--- config.mk ---
export PLATFORM = sky130hd
export DESIGN_NAME = rename_register_file
export DESIGN_NICKNAME = d
export VERILOG_FILES = /design/src/rtl/rf_pkg.sv /design/src/rtl/rf_ckpt_alloc.sv /design/src/rtl/rename_register_file.sv
export SDC_FILE = /design/constraint.sdc
export NUM_CORES = 2
export LEC_CHECK = 0
export BUFFER_PORTS_ARGS = -buffer_cell sky130_fd_sc_hd__buf_4
export CAP_MARGIN = 5
export CORE_MARGIN = 1
export CORE_UTILIZATION = 30
export CTS_BUF_LIST = sky130_fd_sc_hd__clkbuf_4 sky130_fd_sc_hd__clkbuf_8
export DETAILED_ROUTE_END_ITERATION = 16
export HOLD_SLACK_MARGIN = 0.05
export PLACE_DENSITY = 0.5
export SYNTH_ARGS = -nofsm -noshare
export SYNTH_HDL_FRONTEND = slang
export SYNTH_SLANG_ARGS = --single-unit
--- constraint.sdc ---
create_clock -name clkIn -period 9.35 [get_ports clkIn]
set_clock_uncertainty 0.05 [all_clocks]
set_input_delay 0.4675 -clock clkIn [delete_from_list [all_inputs] [get_ports clkIn]]
set_output_delay 0.4675 -clock clkIn [all_outputs]
set_load 0.05 [all_outputs]
--- src/rtl/rf_pkg.sv ---
`default_nettype none
// ============================================================================
//  Module  : rf_pkg
//  Purpose : Shared types and helpers for the rename register file.
//            - rename_entry_t : one rename-table entry {busy, ROB tag}
//            - ckpt_mask_t    : one bit per checkpoint slot
//            - RF_X0          : index of the hard-wired zero register
//            - port_lsb()     : LSB of port k inside a packed multi-port bus
//  Revision: 1.0 - initial release
// ============================================================================
package rf_pkg;

    localparam int RF_ROB_WIDTH = 4;
    localparam int RF_CKPT_NUM  = 4;
    localparam int RF_X0        = 0;

    typedef struct packed {
        logic                    busy;
        logic [RF_ROB_WIDTH-1:0] tag;
    } rename_entry_t;

    typedef logic [RF_CKPT_NUM-1:0] ckpt_mask_t;

    function automatic int port_lsb(input int port, input int width);
        return port * width;
    endfunction

endpackage
`default_nettype wire

--- src/rtl/rf_ckpt_alloc.sv ---
`default_nettype none
// ============================================================================
//  Module  : rf_ckpt_alloc
//  Purpose : Checkpoint slot allocator for the rename register file.
//            Tracks which slots hold a live snapshot, hands out the lowest
//            free slot, and keeps relative allocation age so a restore can
//            free every slot allocated after the restored one.
//  Ports   : clkIn/rstIn (sync, active-low), rdyIn (enable), clrIn (flush)
//            saveIn             - allocate ckptId this cycle (pre-qualified)
//            resolveFlag/Id     - free one slot
//            restoreFlag/Id     - free the slot and all younger slots
//            ckptId / ckptFull  - lowest free slot / no free slot
//  Revision: 1.0 - initial release
// ============================================================================
module rf_ckpt_alloc
    import rf_pkg::*;
#(
    parameter int CKPT_NUM   = RF_CKPT_NUM,
    parameter int CKPT_WIDTH = 2
) (
    input  logic                  clkIn,
    input  logic                  rstIn,
    input  logic                  rdyIn,
    input  logic                  clrIn,
    input  logic                  saveIn,
    input  logic                  resolveFlag,
    input  logic [CKPT_WIDTH-1:0] resolveId,
    input  logic                  restoreFlag,
    input  logic [CKPT_WIDTH-1:0] restoreId,
    output logic [CKPT_WIDTH-1:0] ckptId,
    output logic                  ckptFull
);

    ckpt_mask_t r_valid;
    // r_older[i][j] = 1 when slot j was allocated before slot i.
    ckpt_mask_t r_older [CKPT_NUM];
    ckpt_mask_t w_younger;
    ckpt_mask_t w_validNext;

    // Lowest free slot; scanning downward lets the lowest index win.
    always_comb begin
        ckptId = '0;
        for (int i = CKPT_NUM - 1; i >= 0; i--) begin
            if (!r_valid[i]) begin
                ckptId = CKPT_WIDTH'(i);
            end
        end
    end

    assign ckptFull = &r_valid;

    always_comb begin
        for (int j = 0; j < CKPT_NUM; j++) begin
            w_younger[j] = r_valid[j] & r_older[j][restoreId];
        end
    end

    always_comb begin
        w_validNext = r_valid;
        if (restoreFlag) begin
            w_validNext = r_valid & ~w_younger & ~(ckpt_mask_t'(1) << restoreId);
        end else if (saveIn) begin
            w_validNext[ckptId] = 1'b1;
        end
        if (resolveFlag) begin
            w_validNext[resolveId] = 1'b0;
        end
    end

    always_ff @(posedge clkIn) begin
        if (!rstIn) begin
            r_valid <= '0;
            for (int i = 0; i < CKPT_NUM; i++) begin
                r_older[i] <= '0;
            end
        end else if (rdyIn) begin
            r_valid <= clrIn ? '0 : w_validNext;
            if (saveIn) begin
                // New slot is the youngest: nobody is younger than it, and
                // every currently live slot is older than it.
                for (int j = 0; j < CKPT_NUM; j++) begin
                    r_older[j][ckptId] <= 1'b0;
                end
                r_older[ckptId] <= r_valid;
            end
        end
    end

endmodule
`default_nettype wire

--- src/rtl/rename_register_file.sv ---
`default_nettype none
// ============================================================================
//  Module  : rename_register_file
//  Purpose : Architectural register file with a ROB-tag rename table and a
//            bank of rename-table checkpoints for branch recovery.
//  Ports   : clkIn, rstIn (sync, active-low), rdyIn (enable), clrIn (flush)
//            issueFlag/Reg/ROB  - rename rd to a ROB tag
//            rsFlag -> rsBusy/rsData/rsRename : READ_PORTS combinational reads
//            writeFlag/Src/Reg/Data : ROB commit
//            ckptSave, ckptId, ckptFull : checkpoint save / allocation state
//            resolveFlag/Id, restoreFlag/Id : branch resolve / mispredict
//  Config  : RF_BYPASS_EN - when defined, reads see a same-cycle matching
//            commit (data = writeData, busy = 0).
//  Revision: 1.0 - initial release
// ============================================================================
module rename_register_file
    import rf_pkg::*;
#(
    parameter int ROB_WIDTH  = RF_ROB_WIDTH,
    parameter int REG_WIDTH  = 5,
    parameter int READ_PORTS = 2,
    parameter int CKPT_NUM   = RF_CKPT_NUM,
    parameter int CKPT_WIDTH = 2
) (
    input  logic                            clkIn,
    input  logic                            rstIn,
    input  logic                            rdyIn,
    input  logic                            clrIn,
    input  logic                            issueFlag,
    input  logic [REG_WIDTH-1:0]            issueReg,
    input  logic [ROB_WIDTH-1:0]            issueROB,
    input  logic [READ_PORTS*REG_WIDTH-1:0] rsFlag,
    output logic [READ_PORTS-1:0]           rsBusy,
    output logic [READ_PORTS*32-1:0]        rsData,
    output logic [READ_PORTS*ROB_WIDTH-1:0] rsRename,
    input  logic                            writeFlag,
    input  logic [ROB_WIDTH-1:0]            writeSrc,
    input  logic [REG_WIDTH-1:0]            writeReg,
    input  logic [31:0]                     writeData,
    input  logic                            ckptSave,
    output logic [CKPT_WIDTH-1:0]           ckptId,
    output logic                            ckptFull,
    input  logic                            resolveFlag,
    input  logic [CKPT_WIDTH-1:0]           resolveId,
    input  logic                            restoreFlag,
    input  logic [CKPT_WIDTH-1:0]           restoreId
);

    localparam int c_NREG = 2 ** REG_WIDTH;

    rename_entry_t r_table [c_NREG];
    logic [31:0]   r_data  [c_NREG];
    rename_entry_t r_ckpt  [CKPT_NUM][c_NREG];

    rename_entry_t w_liveCommit [c_NREG];
    rename_entry_t w_liveNext   [c_NREG];
    rename_entry_t w_ckptCommit [CKPT_NUM][c_NREG];
    logic          w_saveEn;

    // A save is dropped on restore, flush, or when every slot is taken.
    assign w_saveEn = rdyIn & ckptSave & ~restoreFlag & ~clrIn & ~ckptFull;

    rf_ckpt_alloc #(
        .CKPT_NUM   (CKPT_NUM),
        .CKPT_WIDTH (CKPT_WIDTH)
    ) u_alloc (
        .clkIn       (clkIn),
        .rstIn       (rstIn),
        .rdyIn       (rdyIn),
        .clrIn       (clrIn),
        .saveIn      (w_saveEn),
        .resolveFlag (resolveFlag),
        .resolveId   (resolveId),
        .restoreFlag (restoreFlag),
        .restoreId   (restoreId),
        .ckptId      (ckptId),
        .ckptFull    (ckptFull)
    );

    // Commit clears busy only when the entry still waits on this exact tag;
    // a younger rename of the same register must stay busy.
    always_comb begin
        for (int i = 0; i < c_NREG; i++) begin
            w_liveCommit[i] = r_table[i];
            if (writeFlag && writeReg == REG_WIDTH'(i) &&
                r_table[i].busy && r_table[i].tag == writeSrc) begin
                w_liveCommit[i].busy = 1'b0;
            end
            for (int c = 0; c < CKPT_NUM; c++) begin
                w_ckptCommit[c][i] = r_ckpt[c][i];
                if (writeFlag && writeReg == REG_WIDTH'(i) &&
                    r_ckpt[c][i].busy && r_ckpt[c][i].tag == writeSrc) begin
                    w_ckptCommit[c][i].busy = 1'b0;
                end
            end
        end
    end

    // Restore replaces the whole table; otherwise the issue overrides commit.
    always_comb begin
        for (int i = 0; i < c_NREG; i++) begin
            if (restoreFlag) begin
                w_liveNext[i] = w_ckptCommit[restoreId][i];
            end else begin
                w_liveNext[i] = w_liveCommit[i];
                if (issueFlag && issueReg == REG_WIDTH'(i) && i != RF_X0) begin
                    w_liveNext[i] = '{busy: 1'b1, tag: issueROB};
                end
            end
        end
    end

    always_ff @(posedge clkIn) begin
        if (!rstIn) begin
            for (int i = 0; i < c_NREG; i++) begin
                r_table[i] <= '0;
                r_data[i]  <= '0;
            end
        end else if (rdyIn) begin
            if (writeFlag && writeReg != REG_WIDTH'(RF_X0)) begin
                r_data[writeReg] <= writeData;
            end
            for (int i = 0; i < c_NREG; i++) begin
                r_table[i].busy <= clrIn ? 1'b0 : w_liveNext[i].busy;
                r_table[i].tag  <= w_liveNext[i].tag;
            end
        end
    end

    // Snapshot contents need no reset: a slot is only read while valid.
    always_ff @(posedge clkIn) begin
        if (rstIn && rdyIn) begin
            for (int c = 0; c < CKPT_NUM; c++) begin
                for (int i = 0; i < c_NREG; i++) begin
                    r_ckpt[c][i] <= (w_saveEn && ckptId == CKPT_WIDTH'(c)) ?
                                    w_liveNext[i] : w_ckptCommit[c][i];
                end
            end
        end
    end

    for (genvar k = 0; k < READ_PORTS; k++) begin : g_read_port
        logic [REG_WIDTH-1:0] w_idx;
        rename_entry_t        w_entry;
        logic                 w_isX0;
        logic                 w_byp;

        assign w_idx   = rsFlag[port_lsb(k, REG_WIDTH) +: REG_WIDTH];
        assign w_entry = r_table[w_idx];
        assign w_isX0  = (w_idx == REG_WIDTH'(RF_X0));
`ifdef RF_BYPASS_EN
        assign w_byp   = writeFlag && writeReg == w_idx && !w_isX0 &&
                         w_entry.tag == writeSrc;
`else
        assign w_byp   = 1'b0;
`endif
        assign rsBusy[k] = !w_isX0 && w_entry.busy && !w_byp;
        assign rsData[port_lsb(k, 32) +: 32] =
            w_isX0 ? 32'd0 : (w_byp ? writeData : r_data[w_idx]);
        assign rsRename[port_lsb(k, ROB_WIDTH) +: ROB_WIDTH] =
            w_isX0 ? '0 : w_entry.tag;
    end

endmodule
`default_nettype wire

## Word level (Yosys, flattened, before mapping)

Memory sizes are Yosys's and may differ from the RTL's.
Index checks and enable logic that the tools add are counted.

| cells by class | value |
|---|---|
| bitwise logic cells | 99 |
| shift-type cells | 1 |
| multiplexer cells | 508 |
| $lt $le $gt $ge | 6 |
| reductions and logical operators | 402 |
| eq/ne operators | 225 |

Operators with widths:

| cell | number |
|---|---|
| $mux W5 | 192 |
| $eq A4 B4 Y1 | 160 |
| $logic_and A1 B1 Y1 | 393 |
| $bmux W160 S2 | 1 |
| $mux W160 | 2 |
| $mux W1 | 261 |
| $eq A5 B5 Y1 const B | 32 |
| $mux W4 | 39 |
| $mux W32 | 3 |
| $eq A5 B4 Y1 const B | 16 |
| $or A1 B1 Y1 | 80 |
| $eq A5 B3 Y1 const B | 8 |
| $reduce_or A32 Y1 | 1 |
| $eq A5 B2 Y1 const B | 4 |
| $logic_not A5 Y1 | 3 |
| $and A4 B4 Y4 | 3 |
| $not A4 Y4 | 3 |
| $eq A5 B1 Y1 const B | 2 |
| $lt A2 B3 Y1 const B | 3 |
| $and A1 B1 Y1 | 8 |
| $bmux W1 S2 | 4 |
| $mux W2 | 4 |
| $reduce_bool A5 Y1 | 1 |
| $demux W1 S2 | 2 |
| 11 further kinds | 16 |

| word-level totals | value |
|---|---|
| memories | 4 |
| memory bits (writable) | 1840 |
| flip-flop bits (word level) | 4 |
| input port bits | 73 |
| output and inout bits | 77 |
| logic and storage cells | 1246 |

Memories:

| name | depth | width | rd ports | clocked after Yosys merged registers in | write ports | line | text |
|---|---|---|---|---|---|---|---|
| r_data | 32 | 32 | 2 | 0 | 32 | rename_register_file.sv:52 | `logic [31:0] r_data [c_NREG];` |
| r_ckpt | 4 | 160 | 4 | 0 | 4 | rename_register_file.sv:53 | `rename_entry_t r_ckpt [CKPT_NUM][c_NREG];` |
| r_table | 32 | 5 | 34 | 0 | 32 | rename_register_file.sv:51 | `rename_entry_t r_table [c_NREG];` |
| u_alloc.r_older | 4 | 4 | 4 | 0 | 5 | rf_ckpt_alloc.sv:36 | `ckpt_mask_t r_older [CKPT_NUM];` |

## Longest topological paths before layout

| depth | value |
|---|---|
| depth in word-level cells | 14 |
| gate-level depth with buffers | 9 |
| gate-level depth less buffers | 6 |

## Cells and area by module

A second synthesis with hierarchy kept.

| unflattened totals | value |
|---|---|
| cells, all modules | 7038 |
| area total of the unflattened synthesis | 99689.4 sq um |

By module, submodules not included:

| module | cells each | area each (sq um) | seq. area each (sq um) | instances |
|---|---|---|---|---|
| rename_register_file | 6942 | 98773.5 | 54772.5 | 1 |
| rf_ckpt_alloc | 96 | 915.9 | 440.4 | 1 |

## Worst setup path after synthesis

No wires, ideal clock.

| timing path | value |
|---|---|
| path kind | register -> register |
| start | reg u_alloc.r_valid[0] (netlist name) |
| end | mem r_ckpt[2][0] (netlist name) (enable) |
| stages on the path, launching flop included | 6 |
| setup slack | 1.380 ns |
| data arrival time | 7.302 ns |
| clock period less this slack | 7.970 ns |
| data required time | 8.683 ns |
| cell sequence | dfxtp_1 -> nand2_1 -> a21oi_1 -> nand3_1 -> clkbuf_1 -> nor2_1 |

RTL lines:

| element | line |
|---|---|
| end, declared | rename_register_file.sv:53 |

## Worst setup path after layout

| timing path | value |
|---|---|
| start | in rsFlag[6] |
| end | out rsData[33] |

| on the way | value |
|---|---|
| longest elaborated chain between the ends | 2 |
| elaborated cells between the ends (all ways) | 3 |
| those cells by class | 1 x mux; 1 x reduce/logical; 1 x memory |

RTL lines:

| element | line | text |
|---|---|---|
| start, declared | rename_register_file.sv:32 | `input logic [READ_PORTS*REG_WIDTH-1:0] rsFlag,` |
| $mem_v2 Z32 W32 / $logic_not A5 Y1 (equally long branches) | - |  |
| $mux W32 (*) | rename_register_file.sv:159 | `w_isX0 ? 32'd0 : (w_byp ? writeData : r_data[w_idx]);` |
| end, declared | rename_register_file.sv:34 | `output logic [READ_PORTS*32-1:0] rsData,` |

Every way passes the cells marked *; elsewhere a longest branch is shown, timed or not.

==> impl_metrics.env <==
export IMPL_status="completed"
export IMPL_num_vias=65400
export IMPL_p_leak_nw=38.9
export IMPL_worstSkewPairLatency_ps=1010
export IMPL_cts_setup_buffers=0
export IMPL_power_density_mw_per_mm2=176
export IMPL_syn_inst=7007
export IMPL_critical_path_max_fanout=73
export IMPL_die_area_mm2=0.336
export IMPL_cts_tree="done"
export IMPL_io_buffers=149
export IMPL_timing_final_crit_period_ps=5020
export IMPL_cts_max_level=5
export IMPL_ys_seq_elements=1840
export IMPL_antenna_found_initial=47
export IMPL_nets=7079
export IMPL_cts_buffer_depth=4
export IMPL_fmax_mhz=199
export IMPL_r2r_slack_ps=5430
export IMPL_netlist_area_leader_share=0.551
export IMPL_min_path_cells=3
export IMPL_initial_utilization=0.302
export IMPL_first_iter_violations=7091
export IMPL_reg2reg_to="r_ckpt[2][146]"
export IMPL_yosys_warnings=0
export IMPL_fp_coreArea_mm2=0.331
export IMPL_ant_nets=0
export IMPL_gr_total_overflow=0
export IMPL_async_reset_ff_frac=0
export IMPL_grt_pass1_vias=67200
export IMPL_cts_sinks=1840
export IMPL_synth_edf_count=1836
export IMPL_cap_violations=0
export IMPL_drive_above_1_share=0.245
export IMPL_path_class="in2out"
export IMPL_period_share=0.537
export IMPL_io_pins=150
export IMPL_grt_pass1_wl_um=513000
export IMPL_tns_ps=0
export IMPL_reg2reg_depth=6
export IMPL_area_growth_pct=12.0
export IMPL_min_to="u_alloc.r_valid[1]"
export IMPL_wl_per_cell_um=31.4
export IMPL_synthFlopType="edfxtp_1"
export IMPL_worst_pin_slew_ps=1310
export IMPL_cts_buffers=327
export IMPL_instances_no_fill=11600
export IMPL_preCtsSetupSlack_ps=4280
export IMPL_slew_headroom=0.126
export IMPL_hold_start="restoreFlag"
export IMPL_wirelength_um=365000
export IMPL_vdd_drop_max_v=0.000127
export IMPL_drcViolationCount=0
export IMPL_setup_viol=0
export IMPL_setup_slack_ps=4330
export IMPL_r2r_start="u_alloc.r_valid[1]"
export IMPL_synth_top_area_cell="edfxtp_1"
export IMPL_dp_hpwl_um=210000
export IMPL_finalMaxSlewViolations=0
export IMPL_crit_required_ps=8830
export IMPL_endpoint_kind="output pin"
export IMPL_rsz0062_at_grt="false"
export IMPL_grt_total_usage=0.211
export IMPL_synth_cell_types=76
export IMPL_die_x_um=580
export IMPL_synth_area_per_cell_um2=14.3
export IMPL_seq_area_frac_synth=0.552
export IMPL_clkTransAtPathRegs_ps=50
export IMPL_dp_cells=11000
export IMPL_gp_congestion=0.829
export IMPL_worstHoldPathType="in2reg"
export IMPL_grt_max_degree=211
export IMPL_cp_data_arrival_time_ps=4510
export IMPL_critPathLaunchType="input port"
export IMPL_drt_pass1_iterations=5
export IMPL_ys_top_cells_by_area="edfxtp_1 (55%), mux4_2 (16%), and2_1 (3.9%), and3_1 (3.3%), xnor2_1 (2.9%)"
export IMPL_die_height_um=580
export IMPL_synth_cell_area_mm2=0.100
export IMPL_via_per_inst=5.63
export IMPL_cts_root_buffer="clkbuf_8"
export IMPL_rows=211
export IMPL_hold_viol_final=0
==> final cells by class <==
cell class	count	area [um^2]
fillers	32100	219000
flip-flops and latches	1840	55200
multi-input cells	4486	42400
well taps	4366	5460
clock buffers	432	5320
repair buffers	344	2920
clock inverters	127	724
diodes	15	37.5
inverters	7	33.8
==> where the power goes <==
part	total [W]	internal, W	switching [W]
registers	0.00967	0.00944	0.000229
logic	0.00259	0.000935	0.00166
clock network	0.00742	0.00385	0.00357
==> stage by stage <==
step           hold slack [ps]   util  instance area [um^2]  total power, W
5_1_grt                    127  0.339                112000          0.0203
4_1_cts                   53.6  0.339                112000          0.0198
3_5_place_dp               488  0.319                106000          0.0124
6_report                   143  0.339                112000          0.0197
3_3_place_gp               483  0.319                106000          0.0124
2_1_floorplan              437      -                100000          0.0114
==> worst max-delay path by stage <==
| stage | from | to | slack, ps | cells past startpoint |
|---|---|---|---|---|
| global placement | rsFlag[6] | rsData[57] | 4240 | 8 |
| finish | rsFlag[6] | rsData[33] | 4330 | 8 |
| global route | rsFlag[6] | rsData[33] | 4210 | 8 |
| detailed placement | rsFlag[6] | rsData[57] | 4280 | 8 |
| floorplan | u_alloc.r_valid[0] | r_ckpt[2][0] | 1380 | 5 |
| CTS | rsFlag[6] | rsData[57] | 4260 | 8 |
==> registers in the layout, indices dropped and copies added (netlist names) <==
name,count
u_alloc.r_valid,4
u_alloc.r_older,12
r_table,160
r_data,1024
r_ckpt,640
==> critical path: stages <==
cell and delay [ps]:
buf_8 670, buf_4 770, nor2b_4 270, buf_4 540
a221o_1 250, o21ai_0 90, a221oi_1 930, buf_4 360
==> layout by cell type (no fill, tap or decap), types with 44 or more instances in the layout <==
| cell | instances |
|---|---|
| edfxtp_1 | 1836 |
| clkbuf_8 | 333 |
| nor2_1 | 142 |
| buf_4 | 274 |
| nand4_1 | 71 |
| nand3_1 | 98 |
| dlygate4sd3_1 | 44 |
| mux4_2 | 689 |
| mux2_2 | 109 |
| nor2_4 | 45 |
| nand2_1 | 377 |
| o22ai_1 | 53 |
| xor2_1 | 308 |
| and3_1 | 535 |
| a21oi_1 | 44 |
| o21ai_1 | 114 |
| xnor2_1 | 332 |
| mux2i_1 | 245 |
| clkbuf_4 | 100 |
| a221oi_1 | 74 |
| o21ai_0 | 135 |
| clkinv_1 | 79 |
| nor4_1 | 83 |
| and2_1 | 615 |
==> cells in the mapped netlist (33+ instances only) <==
master	instances
buf_4	78
edfxtp_1	1836
nand4_1	71
nand3_1	99
xnor2_1	332
nor2_1	177
o221ai_1	38
nand2_1	380
buf_1	33
and3_1	535
nor4_1	83
o22ai_1	53
mux4_2	689
and2_1	618
o21ai_1	114
buf_2	162
mux2i_1	245
a221oi_2	37
a21oi_1	44
o21ai_0	165
clkbuf_1	407
mux2_2	109
a221oi_1	74
xor2_1	308
==> metal layers <==
| metal | up-vias | wire (um) | GRT usage | share of wire |
|---|---|---|---|---|
| met5 | - | 52 | 0 | 0.00014 |
| met4 | 8 | 15600 | 0.0864 | 0.043 |
| met3 | 676 | 26500 | 0.0318 | 0.073 |
| met2 | 3020 | 172000 | 0.342 | 0.47 |
| met1 | 34500 | 150000 | 0.284 | 0.41 |
| li1 | 27200 | - | - | - |
==> repair_timing <==
action                                 in CTS  in global routing
hold buffers                               44                  0
gates resized for setup                     0                  0
endpoints found under the hold margin    1008                  0
==> kinds of logic (layout without fill, tap and decap cells) <==
group           count (synthesis)  after routing  share of synthesized area
xor+xnor                      640            640                     0.0560
compound gates                687            687                     0.0492
mux                          1043           1043                      0.192
other cells                     1             47                  0.0000375
buf+inv                       712            910                     0.0333
simple gates                 2084           2084                      0.118
flops                        1840           1840                      0.552
No activity file was read; power rests on OpenSTA's default activity.
